[config.mk]
export PLATFORM = sky130hd
export DESIGN_NAME = sum_share_arb
export DESIGN_NICKNAME = d
export VERILOG_FILES = /design/src/rtl/sum_share_pkg.sv /design/src/rtl/sum_share_arb_rr_pick.sv /design/src/rtl/sum_share_arb.sv
export SDC_FILE = /design/constraint.sdc
export NUM_CORES = 1
export LEC_CHECK = 0
export ABC_AREA = 1
export CORE_AREA = 2 2 177 179
export DETAILED_ROUTE_END_ITERATION = 8
export DIE_AREA = 0 0 179 181
export PLACE_DENSITY = 0.73
export SLEW_MARGIN = 15
export SYNTH_ARGS = -nofsm -noshare
export SYNTH_HDL_FRONTEND = slang
export SYNTH_HIERARCHICAL = 1
export SYNTH_SLANG_ARGS = --single-unit
[constraint.sdc]
create_clock -name clk -period 3.9 [get_ports clk]
set_clock_uncertainty 0.15 [all_clocks]
set_input_delay 0.39 -clock clk [delete_from_list [all_inputs] [get_ports clk]]
set_output_delay 0.39 -clock clk [all_outputs]
set_load 0.1 [all_outputs]
[src/rtl/sum_share_pkg.sv]
// Shared definitions for the sum_fsm sharing arbiter: FSM state encoding,
// IEEE-754 single constants and the wait-counter width.
package sum_share_pkg;

  typedef enum logic [1:0] {
    ST_IDLE  = 2'b00,
    ST_ISSUE = 2'b01,
    ST_WAIT  = 2'b10,
    ST_DONE  = 2'b11
  } state_t;

  localparam logic [31:0] FP_ONE  = 32'h3F80_0000;
  localparam logic [31:0] FP_ZERO = 32'h0000_0000;

  // width of the optional WAIT watchdog counter
  localparam int WAIT_CNT_W = 16;

endpackage

[src/rtl/sum_share_arb_rr_pick.sv]
// Combinational round-robin selector: returns the first pending index
// searching last+1, last+2, ... (modulo N_REQ).
module rr_pick #(
  parameter int N_REQ = 4,
  parameter int IDX_W = $clog2(N_REQ)
) (
  input  logic [N_REQ-1:0] pending,
  input  logic [IDX_W-1:0] last,
  output logic [IDX_W-1:0] grant,
  output logic             grant_valid
);

  logic [IDX_W-1:0] cand;

  // walk from the farthest candidate back to last+1 so the nearest one wins
  always_comb begin
    grant       = '0;
    grant_valid = 1'b0;
    cand        = '0;
    for (int k = N_REQ; k >= 1; k--) begin
      cand = IDX_W'((int'(last) + k) % N_REQ);
      if (pending[cand]) begin
        grant       = cand;
        grant_valid = 1'b1;
      end
    end
  end

endmodule

[src/rtl/sum_share_arb.sv]
// sum_share_arb: round-robin sharing of one external sum_fsm adder between
// N_REQ requesters. Operands are latched per requester, issued with a
// one-cycle add_ri pulse and the result returned with a per-requester
// req_done pulse. Nothing is computed here; data passes through unchanged.
//
// Optional build macro SUM_SHARE_ARB_TIMEOUT_EN: adds a WAIT watchdog that
// aborts after TIMEOUT_CYC cycles with res=0 and a req_err pulse.
// Without it WAIT is unbounded and req_err is always 0.
//
// state    | meaning
// ---------+-----------------------------------------------------------
// ST_IDLE  | no service in flight; pick next pending requester
// ST_ISSUE | add_ri pulse with the granted operands
// ST_WAIT  | operands held; waiting for add_ro (or watchdog)
// ST_DONE  | req_done[grant] pulse, res valid; grant retired
module sum_share_arb
  import sum_share_pkg::*;
#(
  parameter int N_REQ       = 4,
  parameter int TIMEOUT_CYC = 64
) (
  input  logic                  clk,
  input  logic                  reset,
  input  logic [N_REQ-1:0]      req_ri,
  input  logic [32*N_REQ-1:0]   req_a,
  input  logic [32*N_REQ-1:0]   req_b,
  output logic [N_REQ-1:0]      req_busy,
  output logic [N_REQ-1:0]      req_done,
  output logic [N_REQ-1:0]      req_err,
  output logic [31:0]           res,
  output logic                  add_ri,
  output logic [31:0]           add_a,
  output logic [31:0]           add_b,
  input  logic                  add_ro,
  input  logic [31:0]           add_res
);

  localparam int IDX_W = $clog2(N_REQ);
  localparam logic [IDX_W-1:0] LAST_RST = IDX_W'(N_REQ - 1);

  if (N_REQ < 2 || N_REQ > 8) begin : g_bad_n_req
    $error("sum_share_arb: N_REQ must be within 2..8");
  end
  if (TIMEOUT_CYC < 1 || TIMEOUT_CYC > 65535) begin : g_bad_timeout
    $error("sum_share_arb: TIMEOUT_CYC must be within 1..65535");
  end

  state_t           state, state_nxt;
  logic [N_REQ-1:0] pending;
  logic [31:0]      op_a [N_REQ];
  logic [31:0]      op_b [N_REQ];
  logic [IDX_W-1:0] grant_q;
  logic [IDX_W-1:0] last_q;
  logic [IDX_W-1:0] pick_idx;
  logic             pick_valid;
  logic [31:0]      res_q;
  logic             timeout_hit;

  rr_pick #(
    .N_REQ (N_REQ),
    .IDX_W (IDX_W)
  ) u_rr_pick (
    .pending     (pending),
    .last        (last_q),
    .grant       (pick_idx),
    .grant_valid (pick_valid)
  );

`ifdef SUM_SHARE_ARB_TIMEOUT_EN
  logic [WAIT_CNT_W-1:0] wait_cnt;
  logic                  err_q;

  // watchdog: cleared on ISSUE, counts WAIT cycles
  always_ff @(posedge clk) begin
    if (reset) begin
      wait_cnt <= '0;
    end else if (state == ST_ISSUE) begin
      wait_cnt <= '0;
    end else if (state == ST_WAIT) begin
      wait_cnt <= wait_cnt + 1'b1;
    end
  end

  // the count would reach TIMEOUT_CYC at this edge; a real add_ro wins
  assign timeout_hit = (state == ST_WAIT) && !add_ro &&
                       (wait_cnt == WAIT_CNT_W'(TIMEOUT_CYC - 1));

  // remember that the current service ended by abort
  always_ff @(posedge clk) begin
    if (reset) begin
      err_q <= 1'b0;
    end else if (state == ST_ISSUE) begin
      err_q <= 1'b0;
    end else if (timeout_hit) begin
      err_q <= 1'b1;
    end
  end
`else
  assign timeout_hit = 1'b0;
`endif

  // state register
  always_ff @(posedge clk) begin
    if (reset) begin
      state <= ST_IDLE;
    end else begin
      state <= state_nxt;
    end
  end

  // next-state logic
  always_comb begin
    state_nxt = state;
    case (state)
      ST_IDLE:  if (pick_valid) state_nxt = ST_ISSUE;
      ST_ISSUE: state_nxt = ST_WAIT;
      ST_WAIT:  if (add_ro || timeout_hit) state_nxt = ST_DONE;
      ST_DONE:  state_nxt = ST_IDLE;
      default:  state_nxt = ST_IDLE;
    endcase
  end

  // operand latches; a busy requester's operands are never overwritten
  always_ff @(posedge clk) begin
    for (int i = 0; i < N_REQ; i++) begin
      if (req_ri[i] && !pending[i]) begin
        op_a[i] <= req_a[32*i +: 32];
        op_b[i] <= req_b[32*i +: 32];
      end
    end
  end

  // pending set, grant, round-robin pointer and result capture
  always_ff @(posedge clk) begin
    if (reset) begin
      pending <= '0;
      grant_q <= '0;
      last_q  <= LAST_RST;
      res_q   <= FP_ZERO;
    end else begin
      for (int i = 0; i < N_REQ; i++) begin
        if (req_ri[i] && !pending[i]) begin
          pending[i] <= 1'b1;
        end
      end
      if (state == ST_IDLE && pick_valid) begin
        grant_q <= pick_idx;
      end
      if (state == ST_WAIT) begin
        if (add_ro) begin
          res_q <= add_res;
        end else if (timeout_hit) begin
          res_q <= FP_ZERO;
        end
      end
      // the granted bit is still set here, so a same-cycle re-request
      // from the granted requester was not captured above
      if (state == ST_DONE) begin
        pending[grant_q] <= 1'b0;
        last_q           <= grant_q;
      end
    end
  end

  // outputs decoded from state and grant
  always_comb begin
    add_ri   = (state == ST_ISSUE);
    add_a    = '0;
    add_b    = '0;
    req_done = '0;
    req_err  = '0;
    if (state == ST_ISSUE || state == ST_WAIT) begin
      add_a = op_a[grant_q];
      add_b = op_b[grant_q];
    end
    if (state == ST_DONE) begin
      req_done[grant_q] = 1'b1;
`ifdef SUM_SHARE_ARB_TIMEOUT_EN
      req_err[grant_q]  = err_q;
`endif
    end
  end

  assign req_busy = pending;
  assign res      = res_q;

endmodule

### Word-level counts from Yosys, hierarchy flattened

Memory sizes are Yosys's and may differ from the RTL's. A register that Yosys moved wholly into a read port is not among the register bits.
Cells that the tools add are included.

| storage, ports and cells | value |
|---|---|
| input bits | 295 |
| word-level logic and storage cells | 83 |
| output and inout bits | 109 |
| RAM bits | 256 |
| memories kept | 2 |
| bits in registers | 42 |

Memories:

| name | depth | bits a word | read ports | clocked after Yosys merged registers in | wr ports | line | RTL |
|---|---|---|---|---|---|---|---|
| op_a | 4 | 32 | 1 | 1 | 4 | sum_share_arb.sv:50 | `logic [31:0] op_a [N_REQ];` |
| op_b | 4 | 32 | 1 | 1 | 4 | sum_share_arb.sv:51 | `logic [31:0] op_b [N_REQ];` |

| operators by class | value |
|---|---|
| bitwise logic cells | 2 |
| add/sub/neg operators | 4 |
| eq/ne operators | 5 |
| reductions and logical operators | 14 |
| magnitude comparators | 6 |
| muxes and demuxes | 45 |

Operators with widths:

| operator | count |
|---|---|
| 32-bit two-way mux | 2 |
| 1-bit two-way mux | 25 |
| 2-bit two-way mux | 10 |
| 2-bit by 3-bit < comparator with 1-bit output (second input constant) | 5 |
| 1-bit binary-select mux with 2-bit select | 4 |
| 4-bit two-way mux | 2 |
| 2-bit one-hot mux with 4 select lines | 1 |
| 1-bit logical AND | 6 |
| 2-bit by 1-bit adder with 2-bit output (second input constant) | 2 |
| 2-bit adder (second input constant) | 2 |
| 4-bit bitwise AND | 1 |
| 2-bit == test (second input constant) | 2 |
| 1-bit logical NOT | 4 |
| 2-bit inequality test (second input constant) | 2 |
| 4-bit NOT | 1 |
| 2-bit AND reduction | 2 |
| 1-bit demux with 2-bit select | 1 |
| 2-bit by 1-bit == test with 1-bit output (second input constant) | 1 |
| 2-bit by 1-bit greater-or-equal comparator with 1-bit output (second input constant) | 1 |
| 2-bit logical NOT | 1 |
| 1-bit logical OR | 1 |

### Longest topological paths before layout

| depth | value |
|---|---|
| word-level depth | 10 |
| depth in mapped cells | 12 |
| depth with buffers taken out | 11 |

### By module

Netlist, hierarchy kept.

Modules (own cells, without submodules):

| module | seq. area each (µm²) | cells an instance | times used | area each (µm²) |
|---|---|---|---|---|
| sum_share_arb | 8568.2 | 1226 | 1 | 12482.0 |
| rr_pick | 0.0 | 49 | 1 | 226.5 |

### Least setup slack after synthesis

OpenSTA, ideal clock, no wires.

| path | value |
|---|---|
| path type | reg2reg |
| from | reg pending[3] (netlist: req_busy[3]) |
| to | mem op_a[3][0], enable pin |
| path slack | -0.262 ns |
| clock period less this slack | 4.162 ns |
| required time | 3.262 ns |
| library setup time | 0.488 ns |
| path buffers | 0 |
| arrival time | 3.524 ns |
| stages on the path, launching flop included | 2 |
| cell sequence | dfxtp_1 nor2_1 |

RTL lines:

| item | line | RTL |
|---|---|---|
| from (decl) | sum_share_arb.sv:49 | `logic [N_REQ-1:0] pending;` |
| from (signal assigned) | sum_share_arb.sv:136 | `pending <= '0;` |
| from (signal, indexed assignment) | sum_share_arb.sv:143 | `pending[i] <= 1'b1;` |
| from (signal, indexed assignment) | sum_share_arb.sv:159 | `pending[grant_q] <= 1'b0;` |
| to (decl) | sum_share_arb.sv:50 |  |

==> implementation parameters <==
Parameter                              Value

Critical path
  Arrival time at the worst endpoint    2.63 ns
  Max Fanout on Critical Path    35
  Cell family with the largest share of critical-path delay    flip-flops
  Count of buffer and inverter cells on the critical path    2
  Critical path capture point type    output port
  Startpoint types    register
  Critical path, cell by cell    buf_4, nand3_1, a21oi_1, buf_12
  Category of the most critical setup path    reg2out
  Req. time, crit path    3.36 ns
  Critical path's slowest cell    sky130_fd_sc_hd__dfxtp_2
  CP max stage delay    approximately 0.79 ns

Place
  Routability congestion estimate    a little over 0.9
  Port bufs    about 400
  Placed wire-length estimate    approximately 26000 um
  Post-placement cell area    between 15000 and 20000 um2
  Cell count after placement    between 2000 and 2500

Routing
  Wire length after detailed routing    37100 um
  Vias/cell    between 4 and 5
  Drt first pass iters    6
  Count of antenna-violating nets left after detailed routing    0
  Detailed-route via count    roughly 9900
  Iteration-0 DRC count of the detailed router    slightly below 600
  DRC Markers    0
  Wire length per cell    between 15 and 20 um

CTS
  Clock-pin slew on the worst setup and hold paths    around 0.07 ns
  Worst skew pair latency    approximately 0.5 ns
  TritonCTS clock tree    built
  Post-CTS Repair Setup Buffers    0
  Number of resized instances in the post-cts repair step    0
  Clk Tree Root Cell    sky130_fd_sc_hd__clkbuf_16
  Number of sinks driven by the clock tree    300
  H-tree levels    2
  Number of buffers inserted during clock tree synthesis    34
  Maximum buffer depth of the clock tree    3
  Post-cts hold buffer count    0

Timing
  Number of max-slew violations in the final report    0
  Unrepaired setup endpoints after global routing    no
  Maximum clock rate    between 300 and 400 MHz
  Final setup violation count    0
  Endpoints failing hold    0
  Worst slew slack as a fraction of its limit    ~31%
  Total negative slack for setup checks    0 ns
  Fin crit share    about 81%
  Tightest Pin Transition    roughly 1.0 ns
  Time the worst path needs with I/O delays and setup    3.17 ns

Floorplan
  Die height    181 um
  Number of top-level design ports    404
  Floorplan die area    between 30000 and 40000 um2
  Core footprint    between 30000 and 40000 um2
  Die Width    about 180 um
  Cell Rows    64
  Initial Util    between 40% and 50%

Worst hold path
  HP Class    in2reg

Finish
  Share of final-layout standard cells stronger than drive strength 1    8.53%
  Final Instance Area    around 18000 um2
  Final cell count without fillers    2091
  Multi-input gate area    2800 um2
  Nets@finish    between 1500 and 2000
  Final core occ    between 50% and 60%
  Layout filler cell count    2469
  Area Growth Syn to Fin    42.6%
  Register Area    between 8000 and 9000 um2

Power
  Internal power    roughly 0.0075 W
  Pwr/cell area    843 nW/um2
  Peak supply drop    ~0.0005 V
  LEAKAGE    approximately 7.8 nW
  P_sw    0.00781 W
  Flop pwr share    a little over a quarter
  Clock network fraction of total power    around 20%
  Proportion of total power due to net switching    between 50 and 60%
  Share of power burned in combinational logic    54.1%

Yosys
  Yosys synthesis warning count    6
  Summed instance area of the synthesized netlist    around 13000 um2
  Synth unique cells    25
  Post-synthesis register bit count    300
  Cells after Synth    1275
  Synthesized area per cell    roughly 10 um2
  Sequential fraction of the synthesis area    67.4%

Run
  # Max-Cap Violations    0

Status
  Run status    finished, final reports clean

Global route
  Maximum number of pins on one net before global-route repair    about 130
  Overall routing resource usage    22.2%
  First-pass GRT wire length    between 50000 and 60000 um
  Antenna violations before repair    10
  Total grt overflow    0
  Vias in the first global route    around 10000
## worst register-to-register path, delay by kind of cell (launching register included)
family,cells,cell delay [ns]
buffers and inverters,3,0.91
and+or+nand+nor,3,0.44
adders and majority gates,1,0.24
DFF,1,0.40
## flip-flops by register name (all words and copies together) (netlist names), named ones only
register and count:
grant_q 2, req_busy 4, op_b 128, last_q 2, op_a 128, state 2, res 32
## Yosys cell counts
cell	count	area, um2
sky130_fd_sc_hd__nand2_1	292	1100
sky130_fd_sc_hd__inv_1	279	1050
sky130_fd_sc_hd__edfxtp_1	256	7690
sky130_fd_sc_hd__nand3_1	133	666
sky130_fd_sc_hd__nor2_1	74	278
sky130_fd_sc_hd__a21oi_1	72	360
sky130_fd_sc_hd__buf_2	44	220
sky130_fd_sc_hd__dfxtp_1	44	881
sky130_fd_sc_hd__o21ai_0	39	195
sky130_fd_sc_hd__clkbuf_1	11	41.3
sky130_fd_sc_hd__ha_1	6	75.1
sky130_fd_sc_hd__buf_4	4	30.0
sky130_fd_sc_hd__nand2_2	4	25.0
sky130_fd_sc_hd__a31oi_1	3	18.8
sky130_fd_sc_hd__nor3_1	3	15.0
sky130_fd_sc_hd__buf_1	2	7.51
sky130_fd_sc_hd__and2_4	1	8.76
sky130_fd_sc_hd__buf_6	1	11.3
sky130_fd_sc_hd__clkbuf_2	1	5.00
sky130_fd_sc_hd__conb_1	1	3.75
sky130_fd_sc_hd__inv_2	1	3.75
sky130_fd_sc_hd__inv_8	1	11.3
sky130_fd_sc_hd__nor2_2	1	6.26
sky130_fd_sc_hd__o21ai_2	1	8.76
sky130_fd_sc_hd__o22ai_1	1	6.26
## cells in the final DEF, fill, tap and decap left out, types with 39 or more instances in the layout
master and instances:
sky130_fd_sc_hd__edfxtp_1 256, sky130_fd_sc_hd__buf_4 65, sky130_fd_sc_hd__clkdlybuf4s50_1 334, sky130_fd_sc_hd__nand2_1 292, sky130_fd_sc_hd__nor2_1 70, sky130_fd_sc_hd__dfxtp_1 42
sky130_fd_sc_hd__nand3_1 133, sky130_fd_sc_hd__inv_1 277, sky130_fd_sc_hd__a21oi_1 72, sky130_fd_sc_hd__o21ai_0 39
## cell families after synthesis
| kind of cell | count (synthesis) | synth area share (%) |
|---|---|---|
| simple gates | 508 | 16.5 |
| compound gates | 116 | 4.64 |
| flops | 300 | 67.4 |
| other cells | 1 | 0.0295 |
| buf+inv | 344 | 10.8 |
| fa+ha+maj | 6 | 0.591 |
## stage by stage
stage	total power [W]	setup slack, ns	hold slack (ns)
after CTS	0.0154	0.682	0.259
after detailed placement	0.0123	1.23	0.321
after global placement	0.0123	1.26	0.311
final	0.0153	0.726	0.283
after global routing	0.0159	0.604	0.255
after floorplan	0.0101	0.747	0.303
## power by group through the flow
stage               clock, W  sequential [W]  combinational (W)
floorplan                  0         0.00444            0.00566
global placement           0         0.00403            0.00822
detailed placement         0         0.00405            0.00828
CTS                  0.00309         0.00399            0.00830
global route         0.00322         0.00402            0.00865
finish               0.00302         0.00398            0.00827
## per-layer routing
metal  routed length (um)  track usage [%]  up-vias  part of all wire (%)
met1                13200             24.6     4584                    36
met5                   13                0        -                 0.035
met4                 1280             9.14        2                   3.4
li1                     -                -     4815                     -
met2                18500             39.0      463                    50
met3                 4130             7.24       72                    11
## worst paths after layout
path / startpoint / end / slack, ns / cells after the start
min reg2reg: res[30] / res[30] / 0.33 / 2
max: register / add_a[8] / 0.73 / 4
min: req_b[127] / op_b[3][31] / 0.28 / 1
max reg2reg: state[0] / res[20] / 1.66 / 7
## cell type report
type	count	area share, %
clock inverters	12	0.483
repair buffers	413	22.7
well taps	396	2.73
clock buffers	48	5.32
flip-flops and latches	300	47.3
inverters	281	5.88
multi-input cells	634	15.5
diodes	7	0.0967
(Power assumes the default switching activity.)
==> patch 1: new RTL, same settings <==
`N_REQ` is set to 4 in 2 places; all go to 2.
--- a/src/rtl/sum_share_arb_rr_pick.sv
+++ b/src/rtl/sum_share_arb_rr_pick.sv
@@ -3,3 +3,3 @@
 module rr_pick #(
-  parameter int N_REQ = 4,
+  parameter int N_REQ = 2,
   parameter int IDX_W = $clog2(N_REQ)
--- a/src/rtl/sum_share_arb.sv
+++ b/src/rtl/sum_share_arb.sv
@@ -18,3 +18,3 @@
 #(
-  parameter int N_REQ       = 4,
+  parameter int N_REQ       = 2,
   parameter int TIMEOUT_CYC = 64
Interface: changed (6 resized); port bits go from 404 to 268. The function was not compared with the original's and may differ.
==> patch 1 against the original RTL <==
  * Routed wire length shrank 49%
  * Cell area fell by 46%
  * Largest power group unchanged
  * Critical path depth is 2 higher
  * Setup slack got worse by 89 ps
  * Maximum frequency is 2.7% lower
  * Cell count fell by 43%
  * Register-to-register slack better by 190 ps
  * Power decreased by 44%
  * Synthesized area down 50%
  * Sequential cell count shrank 133
==> patch 1: results (changes against the original RTL) <==
Met3 Wirelength - 2100 um (-49%)
Fin Hold WS - 304 ps (+21.9 ps)
first-pass GRT wire length - 27600 um (-50%)
vias in the first global route - 4929 (-50%)
ant diodes - 0 (-7)
list of most frequent post-synthesis cells - nor2_1 (200), edfxtp_1 (128), o21ai_0 (92)
RePlAce Congestion - 0.776 (-16%)
fin util - 32.1% (-28 points)
routed wire length per instance - 15.9 um (-10%)
worst hold path type - flop to flop
Worst Path Arrival - 2720 ps (+90 ps)
run status - completed
Inst Count DP - 1169 (-42%)
sequential power - 2.20 mW (-45%)
Syn Inst Count - 533 (-58%)
post-synthesis sequential area ratio - 73.4% (+5.9 points)
met1 Use GR - 12.2% (-12 points)
initial antenna violation count - 1 (-9)
vias post-DR - 4770 (-52%)
post-synthesis adder-cell area fraction - 0.992% (+0.40 points)
met2 Track Usage GR - 20.3% (-19 points)
DRT Pass-1 Iters - 4 (-2)
Min Clock Period, post-route - 3260 ps (+89.5 ps)
H-tree Lvls - 4 (+2)
Max VDD drop - 0.407 mV (-19%)
Highest Signal Layer - met4
Filler cells - 3046 (+23%)
pre-CTS setup slack - 1040 ps (-183 ps)
number of synthesized flops with an enable pin - 128 (-50%)
Synth Area in Compound Gates - 8.14% (+3.5 points)
gr usage total - 11.6% (-11 points)
met2 routed WL - 9290 um (-50%)
buffer depth of the longest clock path - 2 (-1)
post-placement cell area - 0.00912 mm^2 (-47%)
share of cells above drive strength 1 - 13.2% (+4.6 points)
Area contributors post-synth - edfxtp_1 (61%), dfxtp_1 (12%), nor2_1 (12%)
Internal Power - 4.06 mW (-46%)
final wirelength - 19100 um (-49%)
R2R setup slack - 1850 ps (+190 ps)
Nets - 962 (-51%)
WL met1 - 7490 um (-43%)
clock latency on the worst-skew pair - 420 ps (-70 ps)
Leak - 3.66 nW (-53%)
worst-path maximum fanout - 47 (+34%)
IO buf count - 265 (-34%)
patch 1: changes by cell type after synthesis, sizes merged, moves of 7 or more:
cell	delta
inv	-268
edfxtp	-128
o21ai	+57
buf	-25
a21oi	-68
nor2	+125
nand3	-131
clkbuf	-7
nand2	-285
patch 1: worst max-delay path: stages, from the launching register on:
cell and delay, ps:
dfxtp_1 400, inv_1 100, ha_2 550, buf_4 480, o21ai_0 170, nor2_1 240, buf_4 340
patch 1: worst paths after layout:
path                                from        end
worst min register to register    last_q     last_q
worst min-delay path              last_q     last_q
worst max-delay path            state[0]  add_b[15]
worst max register to register  state[0]    res[16]
patch 1: cell type report:
cell class	instances	area share, %
flip-flops and latches	167	47.5
repair buffers	270	26.0
multi-input cells	323	14.5
well taps	396	5.09
clock buffers	18	4.41
clock inverters	14	2.02
inverters	13	0.552
==> patch 2: new RTL, same settings <==
Made on the original files. Register the input `req_b` before use, without a reset. The logic sees it one clock later. The other inputs are not delayed to match.
--- a/src/rtl/sum_share_arb.sv
+++ b/src/rtl/sum_share_arb.sv
@@ -39,2 +39,8 @@
   localparam logic [IDX_W-1:0] LAST_RST = IDX_W'(N_REQ - 1);
+
+  logic [32*N_REQ-1:0] req_b_q;
+
+  always_ff @(posedge clk) begin
+    req_b_q <= req_b;
+  end
 
@@ -127,3 +133,3 @@
         op_a[i] <= req_a[32*i +: 32];
-        op_b[i] <= req_b[32*i +: 32];
+        op_b[i] <= req_b_q[32*i +: 32];
       end
Check against the original RTL: not equivalent (Yosys sat finds a counterexample within 4 cycles, from zero or initial values and one cycle with reset high).
==> patch 2 against the original RTL <==
  * Count of clock-buffer cells in the layout grew 1
  * Power grew 15%
  * Sequential cell count grew 128
  * Cell area grew 16%
  * Synthesized area grew 20%
  * Routed wire length grew 2.2%
  * Cell count grew 7.0%
  * Non-clock buffer count is the same
  * Setup slack lost 230 ps
  * First-iteration DRC count grew 26%
  * Largest cell class unchanged
  * Largest power group unchanged
  * Highest routed layer unchanged
==> patch 2: results (changes against the original RTL) <==
pre-CTS setup slack - 1040 ps (-181 ps)
RePlAce Congestion - 0.812 (-13%)
initial antenna violation count - 8 (-2)
post-synthesis adder-cell area fraction - 0.492% (-0.099 points)
vias in the first global route - 10701 (+9.0%)
Leak - 9.06 nW (+16%)
Inst Count DP - 2154 (+6.4%)
Synth Area in Compound Gates - 3.78% (-0.86 points)
syn_area_per_cell - 10.9 um^2 (+9.0%)
Nets - 2103 (+7.0%)
first-pass GRT wire length - 57800 um (+5.9%)
run status - completed
gr usage total - 23.3% (+1.0 points)
Detailed Place HPWL - 24800 um (-3.1%)
list of most frequent post-synthesis cells - nand2_1 (294), inv_1 (280), edfxtp_1 (256)
Filler cells - 2202 (-11%)
clock latency on the worst-skew pair - 530 ps (+40 ps)
vias per cell - 4.73 (-0.50%)
CP peak stage delay - 700 ps (-90 ps)
Area contributors post-synth - edfxtp_1 (50%), dfxtp_1 (23%), nand2_1 (7.2%)
Worst Path Arrival - 2870 ps (+240 ps)
worst-path maximum fanout - 69 (+97%)
post-synthesis sequential area ratio - 72.9% (+5.5 points)
largest net degree at the start of global routing - 112 (-13%)
actual slew at the worst max-slew pin - 1060 ps (+22.2 ps)
DRT Pass-1 Iters - 5 (-1)
==> patch 2: cells by family (layout without fill, tap and decap cells) <==
group / Yosys count / after routing
adders and majority gates: 6 / 6
and+or+nand+nor: 511 / 511
buffers and inverters: 345 / 772
DFF: 428 / 428
other: 1 / 10
AOI/OAI and AO/OA: 114 / 114
==> patch 2: final timing paths <==
check / startpoint / end / slack [ps] / cells past startpoint
hold reg to reg: req_b_q[115] / op_b[3][19] / 240 / 0
setup reg to reg: state[0] / res[0] / 1650 / 7
hold / removal: req_b[79] / req_b_q[79] / 140 / 1
setup / recovery: flop / add_b[15] / 490 / 6
==> patch 2: area by class of cell <==
type                    instances  area, um^2  share of cell area [%]
diodes                          6        15.0                  0.0717
clock buffers                  49        1110                    5.29
clock inverters                28         333                    1.59
inverters                     282        1070                    5.11
multi-input cells             635        2800                    13.4
flip-flops and latches        428       11100                    53.2
well taps                     396         495                    2.36
repair buffers                413        3990                    19.0
==> patch 2: per-stage QoR <==
step / hold slack (ps) / area (um^2) / util (%)
floorplan: 236 / 15300 / -
global placement: 236 / 19500 / 64.2
detailed placement: 239 / 19500 / 64.2
CTS: 118 / 20900 / 69.0
global route: 128 / 20900 / 69.0
finish: 145 / 21000 / 69.0
==> patch 2: where the power goes <==
part | total [mW] | switching (mW) | internal (mW) | leakage, nW
logic | 7.99 | 6.29 | 1.70 | 4.48
clock network | 4.15 | 1.69 | 2.46 | 0.698
registers | 5.40 | 0.213 | 5.18 | 3.88
==> patch 2: layer usage <==
metal / share of wire (%) / GRT usage [%]
met5: 0.071 / 0
met4: 2.7 / 7.41
met3: 8.1 / 4.92
met2: 50 / 40.6
met1: 40 / 28.7
